`src/rtl/lc2k_control.sv`:
```
// -----------------------------------------------------------------------------
// lc2k_control
// Multi-cycle sequencing controller for the LC2K CPU. Owns the PC and the
// instruction register, fetches through a single-port memory handshake,
// decodes the LC2K instruction format and steers the ALU, memory and register
// file for every instruction.
//
// Ports
//   clk, reset          : clock, synchronous active-high reset
//   memRdata, memReady  : memory read data / request-complete strobe
//   memReq, memWe       : memory request and write qualifier (sw)
//   memAddr             : pc in FETCH, aluResult in MEM
//   aluResult           : ALU result (load/store address, add/nor result)
//   CONTROL_BEQ         : ALU equal flag, sampled in EXEC of beq
//   CONTROL_OPERATION   : ALU op, 00 ADD / 01 NOR / 10 EQUAL
//   aluSrcB, offsetExt  : operand-B select and sign-extended IR[15:0]
//   regReadA, regReadB  : register-file read addresses IR[21:19] / IR[18:16]
//   regValA             : register-file port A data (jalr target)
//   regWe, regWaddr     : register-file write enable / address
//   regWsel             : write-data mux select 0 alu / 1 load data / 2 pc
//   loadData            : lw data captured on the MEM completion edge
//   pc, halted          : architectural PC, halt flag
//   instrCount          : retired instructions, including halt
// -----------------------------------------------------------------------------
module lc2k_control #(
   parameter int PC_W = 16
) (
   input  logic            clk,
   input  logic            reset,
   input  logic [31:0]     memRdata,
   input  logic            memReady,
   output logic            memReq,
   output logic            memWe,
   output logic [PC_W-1:0] memAddr,
   input  logic [31:0]     aluResult,
   input  logic            CONTROL_BEQ,
   output logic [1:0]      CONTROL_OPERATION,
   output logic            aluSrcB,
   output logic [31:0]     offsetExt,
   output logic [2:0]      regReadA,
   output logic [2:0]      regReadB,
   input  logic [31:0]     regValA,
   output logic            regWe,
   output logic [2:0]      regWaddr,
   output logic [1:0]      regWsel,
   output logic [31:0]     loadData,
   output logic [PC_W-1:0] pc,
   output logic            halted,
   output logic [31:0]     instrCount
);

   typedef enum logic [2:0] {
      S_FETCH  = 3'd0,
      S_DECODE = 3'd1,
      S_EXEC   = 3'd2,
      S_MEM    = 3'd3,
      S_WB     = 3'd4,
      S_HALTED = 3'd5
   } state_t;

   localparam logic [2:0] OP_ADD  = 3'd0;
   localparam logic [2:0] OP_NOR  = 3'd1;
   localparam logic [2:0] OP_LW   = 3'd2;
   localparam logic [2:0] OP_SW   = 3'd3;
   localparam logic [2:0] OP_BEQ  = 3'd4;
   localparam logic [2:0] OP_JALR = 3'd5;
   localparam logic [2:0] OP_HALT = 3'd6;

   localparam logic [1:0] ALU_ADD = 2'b00;
   localparam logic [1:0] ALU_NOR = 2'b01;
   localparam logic [1:0] ALU_EQ  = 2'b10;

   state_t            state_q, state_d;
   logic [PC_W-1:0]   pc_q, pc_d;
   logic [31:0]       ir_q, ir_d;
   logic [31:0]       cnt_q, cnt_d;
   logic              halted_q, halted_d;
   logic [31:0]       mdr_q;
   logic              retire;

   logic [2:0]        opcode;
   logic [2:0]        dest_reg;

   assign opcode    = ir_q[24:22];
   assign dest_reg  = ir_q[2:0];
   assign regReadA  = ir_q[21:19];
   assign regReadB  = ir_q[18:16];
   assign offsetExt = {{16{ir_q[15]}}, ir_q[15:0]};

   assign pc         = pc_q;
   assign halted     = halted_q;
   assign instrCount = cnt_q;
   assign loadData   = mdr_q;

   // Only the low PC_W bits of the address-carrying buses are consumed here.
   logic unused_bits;
   assign unused_bits = ^{ir_q[31:25], aluResult, regValA};

   // ---------------------------------------------------------------- state
   always_ff @(posedge clk) begin
      if (reset) begin
         state_q  <= S_FETCH;
         pc_q     <= '0;
         ir_q     <= '0;
         cnt_q    <= '0;
         halted_q <= 1'b0;
      end else begin
         state_q  <= state_d;
         pc_q     <= pc_d;
         ir_q     <= ir_d;
         cnt_q    <= cnt_d;
         halted_q <= halted_d;
      end
   end

   // Load data register: plain datapath capture, no reset needed.
   always_ff @(posedge clk) begin
      if (state_q == S_MEM && memReady && opcode == OP_LW) begin
         mdr_q <= memRdata;
      end
   end

   // ---------------------------------------------------------- next state
   always_comb begin
      state_d  = state_q;
      pc_d     = pc_q;
      ir_d     = ir_q;
      cnt_d    = cnt_q;
      halted_d = halted_q;
      retire   = 1'b0;

      unique case (state_q)
         S_FETCH: begin
            if (memReady) begin
               ir_d    = memRdata;
               pc_d    = pc_q + PC_W'(1);
               state_d = S_DECODE;
            end
         end
         S_DECODE: state_d = S_EXEC;
         S_EXEC: begin
            unique case (opcode)
               OP_ADD, OP_NOR: state_d = S_WB;
               OP_LW, OP_SW:   state_d = S_MEM;
               OP_BEQ: begin
                  // pc already points past the branch, so the offset is
                  // applied relative to pc+1.
                  if (CONTROL_BEQ) pc_d = pc_q + offsetExt[PC_W-1:0];
                  state_d = S_FETCH;
                  retire  = 1'b1;
               end
               OP_JALR: begin
                  // Target is the register value read before the link write
                  // lands, so regA==regB still jumps to the old value.
                  pc_d    = regValA[PC_W-1:0];
                  state_d = S_FETCH;
                  retire  = 1'b1;
               end
               OP_HALT: begin
                  halted_d = 1'b1;
                  state_d  = S_HALTED;
                  retire   = 1'b1;
               end
               default: begin
                  state_d = S_FETCH;
                  retire  = 1'b1;
               end
            endcase
         end
         S_MEM: begin
            if (memReady) begin
               if (opcode == OP_LW) begin
                  state_d = S_WB;
               end else begin
                  state_d = S_FETCH;
                  retire  = 1'b1;
               end
            end
         end
         S_WB: begin
            state_d = S_FETCH;
            retire  = 1'b1;
         end
         S_HALTED: state_d = S_HALTED;
         default:  state_d = S_FETCH;
      endcase

      if (retire) cnt_d = cnt_q + 32'd1;
   end

   // -------------------------------------------------------------- outputs
   always_comb begin
      memReq            = 1'b0;
      memWe             = 1'b0;
      memAddr           = pc_q;
      CONTROL_OPERATION = ALU_ADD;
      aluSrcB           = 1'b0;
      regWe             = 1'b0;
      regWaddr          = '0;
      regWsel           = 2'd0;

      unique case (state_q)
         S_FETCH: memReq = 1'b1;
         S_EXEC: begin
            unique case (opcode)
               OP_NOR:       CONTROL_OPERATION = ALU_NOR;
               OP_LW, OP_SW: aluSrcB = 1'b1;
               OP_BEQ:       CONTROL_OPERATION = ALU_EQ;
               OP_JALR: begin
                  regWe    = 1'b1;
                  regWaddr = regReadB;
                  regWsel  = 2'd2;
               end
               default: ;
            endcase
         end
         S_MEM: begin
            memReq  = 1'b1;
            memWe   = (opcode == OP_SW);
            memAddr = aluResult[PC_W-1:0];
            aluSrcB = 1'b1;
         end
         S_WB: begin
            regWe = 1'b1;
            if (opcode == OP_LW) begin
               regWaddr = regReadB;
               regWsel  = 2'd1;
            end else begin
               regWaddr = dest_reg;
               regWsel  = 2'd0;
               // Hold NOR so the ALU result stays valid through write-back.
               if (opcode == OP_NOR) CONTROL_OPERATION = ALU_NOR;
            end
         end
         default: ;
      endcase
   end

endmodule
```
`config.mk`:
```
export PLATFORM = sky130hd
export DESIGN_NAME = lc2k_control
export DESIGN_NICKNAME = d
export VERILOG_FILES = /design/src/rtl/lc2k_control.sv
export SDC_FILE = /design/constraint.sdc
export NUM_CORES = 1
export LEC_CHECK = 0
export ABC_AREA = 1
export CORE_ASPECT_RATIO = 0.75
export CORE_MARGIN = 10
export CORE_UTILIZATION = 47
export CTS_BUF_LIST = sky130_fd_sc_hd__clkbuf_4
export DETAILED_ROUTE_END_ITERATION = 8
export HOLD_SLACK_MARGIN = 0.15
export PLACE_DENSITY = 0.95
export SYNTH_ARGS = -nofsm -noshare
export SYNTH_HDL_FRONTEND = slang
export SYNTH_SLANG_ARGS = --single-unit
```
`constraint.sdc`:
```
create_clock -name clk -period 5.5 [get_ports clk]
set_input_delay 1.1 -clock clk [delete_from_list [all_inputs] [get_ports clk]]
set_output_delay 1.1 -clock clk [all_outputs]
set_load 0.05 [all_outputs]
```
After elaboration in Yosys (flattened, before gate mapping)
Cells that the tools add are included.
{ "word_totals": {"ff_bits": 109, "input_bits": 100, "output_inout_bits": 146, "wordCells": 67} }
{ "op_classes": {"add_sub_neg": 3, "eq_ne": 15, "mux": 30, "reduce_logical": 13} }
{ "ops": {"columns": ["cell", "n"], "rows": [
  ["$pmux 16 s2", 2],
  ["$mux 16", 3],
  ["$add 32x1->32 const B", 1],
  ["$add 16x1->16 const B", 1],
  ["$add 16x16->16", 1],
  ["$eq 3x3->1 const B", 5],
  ["$mux 3", 5],
  ["$pmux 3 s5", 1],
  ["$eq 3x2->1 const B", 4],
  ["$pmux 2 s2", 3],
  ["$mux 1", 10],
  ["$pmux 3 s3", 1],
  ["$eq 3x1->1 const B", 2],
  ["$logic_not 3->1", 2],
  ["$pmux 3 s2", 1],
  ["$reduce_and 2->1", 3],
  ["$reduce_or 2->1", 3],
  ["$ne 2x2->1 const B", 2],
  ["$pmux 1 s2", 2],
  ["$reduce_and 4->1", 1],
  ["$reduce_or 4->1", 1],
  ["$ne 3x2->1 const B", 1],
  ["$ne 3x3->1 const B", 1],
  ["$pmux 1 s3", 1],
  ["other kinds (3)", 4]
]} }

Depth between registers and ports, before layout
{ "logic_depth": {"word_depth": 4, "depth_mapped": 12, "mapped_depth_nobuf": 12} }

Worst setup path before layout
No wires, ideal clock.
{ "synth_timing": {"path_type": "reg-to-output", "startpoint": "register state_q[1]", "endpoint": "output CONTROL_OPERATION[0]", "arrival_time_ns": 3.317, "required_time_ns": 4.400, "slack_ns": 1.083, "stages_incl_launch_ff": 5, "n_path_buf": 2, "cell_sequence": "dfxtp_1 -> buf_6 -> nand3_2 -> buf_2 -> a2111oi_0"} }
{ "synth_via": {"elab_chain_len": 2, "elab_cells_between_ends": 3, "classes_between": "2 x eq/ne; 1 x mux"} }
{ "synth_rtl": {"columns": ["element", "line_no", "source"], "rows": [
  ["start: declaration", "73", "state_t state_q, state_d;"],
  ["start signal: assignment", "108", "state_q <= state_d;"],
  ["$eq 3x3->1 / $eq 3x2->1 (equally long branches)", "202", "unique case (state_q)"],
  ["$pmux 2 s2 (*)", "202", null],
  ["end: declaration", "37", "output logic [1:0] CONTROL_OPERATION,"]
]} }
Every way passes the cells marked *; elsewhere a longest branch is shown, timed or not.

Worst setup path in the final report
{ "layout_timing": {"startpoint": "register state_q[1]", "endpoint": "output regWaddr[0]"} }
{ "layout_via": {"elab_chain_len": 2, "elab_cells_between_ends": 3, "classes_between": "2 x eq/ne; 1 x mux"} }
{ "layout_rtl": {"columns": ["element", "line_no", "source"], "rows": [
  ["$eq 3x3->1 / $eq 3x2->1 (equally long branches)", "202", null],
  ["$pmux 3 s2 (*)", "202", null],
  ["end: declaration", "44", "output logic [2:0] regWaddr,"]
]} }
Marks and branches as above.

==> results.json <==
{
  "cts_tree": "yes",
  "synth_area_leaders": "dfxtp_1 (23%), nand2_1 (18%), edfxtp_1 (14%)",
  "period_needed_ps": 4497,
  "drt_iter0_markers": 823,
  "end_kind": "primary output",
  "fin_skew_ps": 39.60,
  "nNetsFinal": 1256,
  "synth_edf_count": 32,
  "final_hold_viol_count": 0,
  "die_area_sq_mm": 0.01948,
  "area_delta_synth_final_pct": 30.75,
  "ys_ff_latch": 109,
  "syn_avg_cell_area_sq_um": 6.845,
  "cp_slowest_cell": "clkdlybuf4s50_1",
  "critPathMaxFanout": 19,
  "grt_usage": 0.2274,
  "crit_arrival_ps": 3400,
  "synth_flop_cell": "dfxtp_1",
  "cts_root_buf": "clkbuf_4",
  "slew_viol_final": 0,
  "grt_pass1_vias": 6265,
  "grt_first_pass_wirelength_um": 35050,
  "start_util": 0.4841,
  "fin_tns_setup_ps": 0,
  "yosys.area.top_type": "dfxtp_1",
  "max_freq_mhz": 222.4,
  "path_cells": "nand3_2, nor2_4, nor2_1, o22ai_1, clkdlybuf4s50_1",
  "outcome": "complete, no violations",
  "place_congestion": 0.9821,
  "design.core.area_sq_mm": 0.01384,
  "grt-ovfl-total": 0,
  "drc": 0,
  "finalSetupViolCount": 0,
  "insertion_delay_ps": 500,
  "cp_data_required_time_ps": 4400,
  "dpl-instance-area_sq_mm": 0.008623,
  "vias_per_cell": 5.382,
  "drive_gt1_frac": 0.03587,
  "grt_max_degree": 49,
  "p_leak_nw": 3.371,
  "stdcell_count": 1319,
  "synth_top_area_frac": 0.2300,
  "rrSetupSlack_ps": 2940,
  "antenna_found_initial": 1,
  "first_pass_iters": 5,
  "final_util": 0.6330,
  "wl_per_cell_um": 17.60,
  "syn_inst": 979,
  "ctsResizeCount": 0,
  "slew_headroom": 0.3635,
  "yosys_warnings": 0,
  "drv_cap": 0,
  "rsz0062_at_grt": "no",
  "die_w_um": 157.9,
  "cts.sinks": 109,
  "cp-start-kind": "flip-flop",
  "design_area_sq_mm": 0.008762,
  "vias": 7099,
  "syn-cell-area_sq_mm": 0.006701,
  "boundaryPins": 246,
  "dp_hpwl_um": 18250,
  "synthArstFlopShare": 0,
  "synth_common_cells": "nand2_1 (314), inv_1 (97), a21oi_1 (90), nor2_1 (78), dfxtp_1 (77)",
  "clk_pin_slew_ps": 210,
  "htree_levels": 3,
  "post-cts-setup-buffer-count": 0,
  "io_buffers": 213,
  "tightestPinTransition_ps": 951.7,
  "dp.cells": 1302,
  "wl_um": 23210,
  "row_count": 37,
  "p_per_area_mw_per_mm2": 263.3,
  "die_h_um": 123.4,
  "antenna_left": 0,
  "netlist-cell-type-count": 43,
  "yosysSeqAreaShare": 0.3734,
  "crit_type": "reg -> out",
  "cts_hold_buf": 0,
  "syn_nets": 1097,
  "peakVddDrop_mv": 0.1542,
  "slowest_delay_ps": 860,
  "yosysMostFrequentCell": "nand2_1",
  "cts_buffer_depth": 2,
  "hold_path_class": "reg -> reg",
  "cts_buffers": 9,
  "fin_crit_sh": 0.8176
}
## routing by layer
layer / track usage / vias up / routed length (um)
li1: - / 3462 / -
met1: 0.3203 / 3232 / 10240
met2: 0.3380 / 381 / 9802
met3: 0.06246 / 24 / 2838
met4: 0.05361 / 0 / 329
met5: 0 / - / 0
## layout by cell type, fill, tap and decap left out, types with 4 or more instances in the layout
cell type	count
ha_1	17
clkbuf_4	9
clkdlybuf4s50_1	212
a21oi_1	90
nand2_1	314
nand3_2	5
o21ai_0	38
o21ai_1	15
nand4_1	10
inv_2	4
nor3_1	26
nand3b_1	8
edfxtp_1	32
nor2_1	78
inv_1	97
nand3_1	58
xor2_1	12
dfxtp_1	77
## registers in the layout, indices dropped and copies added, names as in the netlist
signal      cells
instrCount     32
loadData       32
ir_q           25
pc             16
state_q         3
halted          1
## cell type report
| type | instances | area (sq um) |
|---|---|---|
| tap | 175 | 219.0 |
| multi-input combinational | 701 | 3372 |
| clock inverter | 7 | 68.82 |
| antenna | 1 | 2.502 |
| fill | 1199 | 5080 |
| sequential | 109 | 2502 |
| inverter | 102 | 387.9 |
| timing repair buffer | 215 | 2142 |
| clock buffer | 9 | 67.56 |
## cells by family (layout without fill, tap and decap cells)
group	after synthesis	in the layout	synth area share
buffers and inverters	169	333	0.1242
xor gates and xnor gates	15	15	0.01960
DFF	109	109	0.3734
and+or+nand+nor	511	511	0.3251
adders and majority gates	18	18	0.03473
AOI/OAI and AO/OA	157	157	0.1230
other	0	1	0
## through the flow
step,worst slack [ps],hold WS [ps],total power [mW]
floorplan,1083,441.4,1.623
global placement,1610,453.4,1.887
detailed placement,1600,454.7,1.903
CTS,976.5,478.1,2.308
global route,847.1,505.4,2.408
finish,1003,479.5,2.307
## worst paths after layout
kind                            startpoint            end  cells after the start
worst max-delay path            state_q[1]    regWaddr[0]                      5
worst min-delay path              ir_q[19]       ir_q[19]                      2
worst max register to register  state_q[1]  instrCount[2]                      7
worst min register to register    ir_q[19]       ir_q[19]                      2
## critical path: cells and delay by family (launching register included)
| kind | cells | cell delay, ps |
|---|---|---|
| buffers and inverters | 1 | 860 |
| AND/OR/NAND/NOR | 3 | 1190 |
| AO/OA/AOI/OAI | 1 | 240 |
| flip-flops | 1 | 600 |
## report_power, final
part / leakage (nW) / switching, mW / internal [mW] / total, mW
logic: 2.38 / 0.629 / 0.301 / 0.930
clock network: 0.0747 / 0.303 / 0.105 / 0.408
registers: 0.915 / 0.0929 / 0.876 / 0.969
No activity file was read; power rests on OpenSTA's default activity.
==> patch, RTL diff (same settings) <==
Register the output `instrCount` once more, cleared by the reset; this adds one clock of latency there. The other outputs are not delayed to match.
--- a/src/rtl/lc2k_control.sv
+++ b/src/rtl/lc2k_control.sv
@@ -90,5 +90,11 @@
    assign pc         = pc_q;
    assign halted     = halted_q;
-   assign instrCount = cnt_q;
+   always_ff @(posedge clk) begin
+      if (reset) begin
+         instrCount <= '0;
+      end else begin
+         instrCount <= cnt_q;
+      end
+   end
    assign loadData   = mdr_q;
 
Check against the original RTL: not equivalent (Yosys sat finds a counterexample within 4 cycles, from zero or initial values and one cycle with reset high).
==> patch against the original RTL <==
Sequential cell count increased by 32; hold slack got worse by 0.0033 ns; design area increased by 11%; area after synthesis increased by 11%; maximum frequency increased by 3.7%; register-to-register slack got worse by 0.31 ns; critical path depth increased by 1; sequential share of layout area increased by 3.6 points; setup slack improved by 0.16 ns; power increased by 32%; combinational power increased by 15%; die area increased by 9.7%; count of clock-buffer cells in the layout increased by 8; wire length increased by 3.7%; highest routed layer unchanged.
==> patch: results (changes against the original RTL) <==
[finish]
nNetsFinal = 1337  ; was 1256
fillCellCount = 1344  ; was 1199

[outcome]
status = finished clean  ; unchanged

[worst_setup_path]
crit_fanout = 21  ; was 19
r2r_slack_ns = 2.63  ; was 2.94 ns
r2r.worst_path.cells = 8  ; was 7
cpPeakStageDelay_ns = 0.84  ; was 0.86 ns

[clock_tree]
cts_setup_buffers = 0  ; unchanged
cts-buffers-inserted = 17  ; was 9
path_clk_slew_ns = 0.14  ; was 0.21 ns
clk_latency_ns = 0.55  ; was 0.50 ns
htree_levels = 4  ; was 3

[routing]
finalWirelength_um = 24100  ; was 23200 µm
dr_wl_met2_um = 10500  ; was 9800 µm
via_count = 7527  ; was 7099
wl_met3_um = 3150  ; was 2840 µm
firstDrtPassIters = 7  ; was 5
drtIter0Drc = 746  ; was 823

[synthesis]
yosys-top-cells-count = nand2_1, inv_1, dfxtp_1  ; was nand2_1, inv_1, a21oi_1
synthTopCellsByArea = dfxtp_1, nand2_1, edfxtp_1, inv_1, a21oi_1  ; was dfxtp_1, nand2_1, edfxtp_1, a21oi_1, inv_1
ys_seq_area_share_pct = 42.1  ; was 37.3%
synth_nets = 1172  ; was 1097
synth_edf_count = 32  ; unchanged
synth.distinct_cells = 39  ; was 43

[placement]
placed_cell_area_um2 = 9430  ; was 8620 µm²
dp_hpwl_um = 18600  ; was 18300 µm
place.gp.congestion = 0.997  ; was 0.982

[grt]
grt_max_degree = 68  ; was 49
globalRouteTotalUtil_pct = 22.0  ; was 22.7%
grt_first_pass_wirelength_um = 37300  ; was 35100 µm
first_global_vias = 6886  ; was 6265

[pwr]
pwr-share-clk_pct = 25.1  ; was 17.7%
cellLeakagePower_nw = 3.80  ; was 3.37 nW
vdd.ir_drop.worst_uv = 205  ; was 154 µV
powerSeq_mw = 1.22  ; was 0.969 mW

[sta]
worst_slew_pin_slew_ns = 1.24  ; was 0.952 ns

## patch: cell types whose count changed after synthesis, moves of 8 or more
cell	before	now
inv_1	97	132
dfxtp_1	77	109
nand2_1	314	283
nor2_1	78	101
o21ai_0	38	59
nand3b_1	8	0
nor3_1	27	35
## patch: cells by family (layout without fill, tap and decap cells)
kind of cell,count (synthesis),after routing,share of synthesized area (%)
AO/OA/AOI/OAI,176,176,12.5
adder cells (fa/ha/maj),18,18,3.12
other,0,1,0
buffers and inverters,206,384,12.9
flip-flops,141,141,42.1
XOR/XNOR,17,17,1.99
AND/OR/NAND/NOR,496,496,27.4
## patch: per-stage QoR
step	worst slack [ns]	power [mW]	util [%]	hold slack [ns]	instances
after floorplan	1.66	1.99	-	0.424	1054
after global placement	1.80	2.28	61.2	0.432	1405
after detailed placement	1.76	2.30	61.2	0.454	1405
after CTS	1.12	3.06	63.3	0.473	1437
after global routing	0.954	3.20	63.3	0.501	1438
final	1.17	3.05	63.3	0.476	1438
## patch: layout make-up
class / count / share of cell area, %
Multi-Input combinational cell: 707 / 34.5
Sequential cell: 141 / 32.2
Timing Repair Buffer: 216 / 22.0
Inverter: 136 / 5.25
Tap cell: 205 / 2.63
Clock inverter: 15 / 2.08
Clock buffer: 17 / 1.31
Antenna cell: 1 / 0.0256
## patch: worst paths after layout
path	startpoint	to
max reg2reg	state_q[2]	cnt_q[1]
min reg2reg	ir_q[20]	ir_q[20]
min	ir_q[20]	ir_q[20]
max	state_q[2]	regWaddr[2]
## patch: routing by layer
metal | global-route usage [%] | vias up
met5 | 0 | -
met4 | 6.18 | 0
met3 | 7.59 | 34
met2 | 33.3 | 400
met1 | 29.2 | 3406
li1 | - | 3687
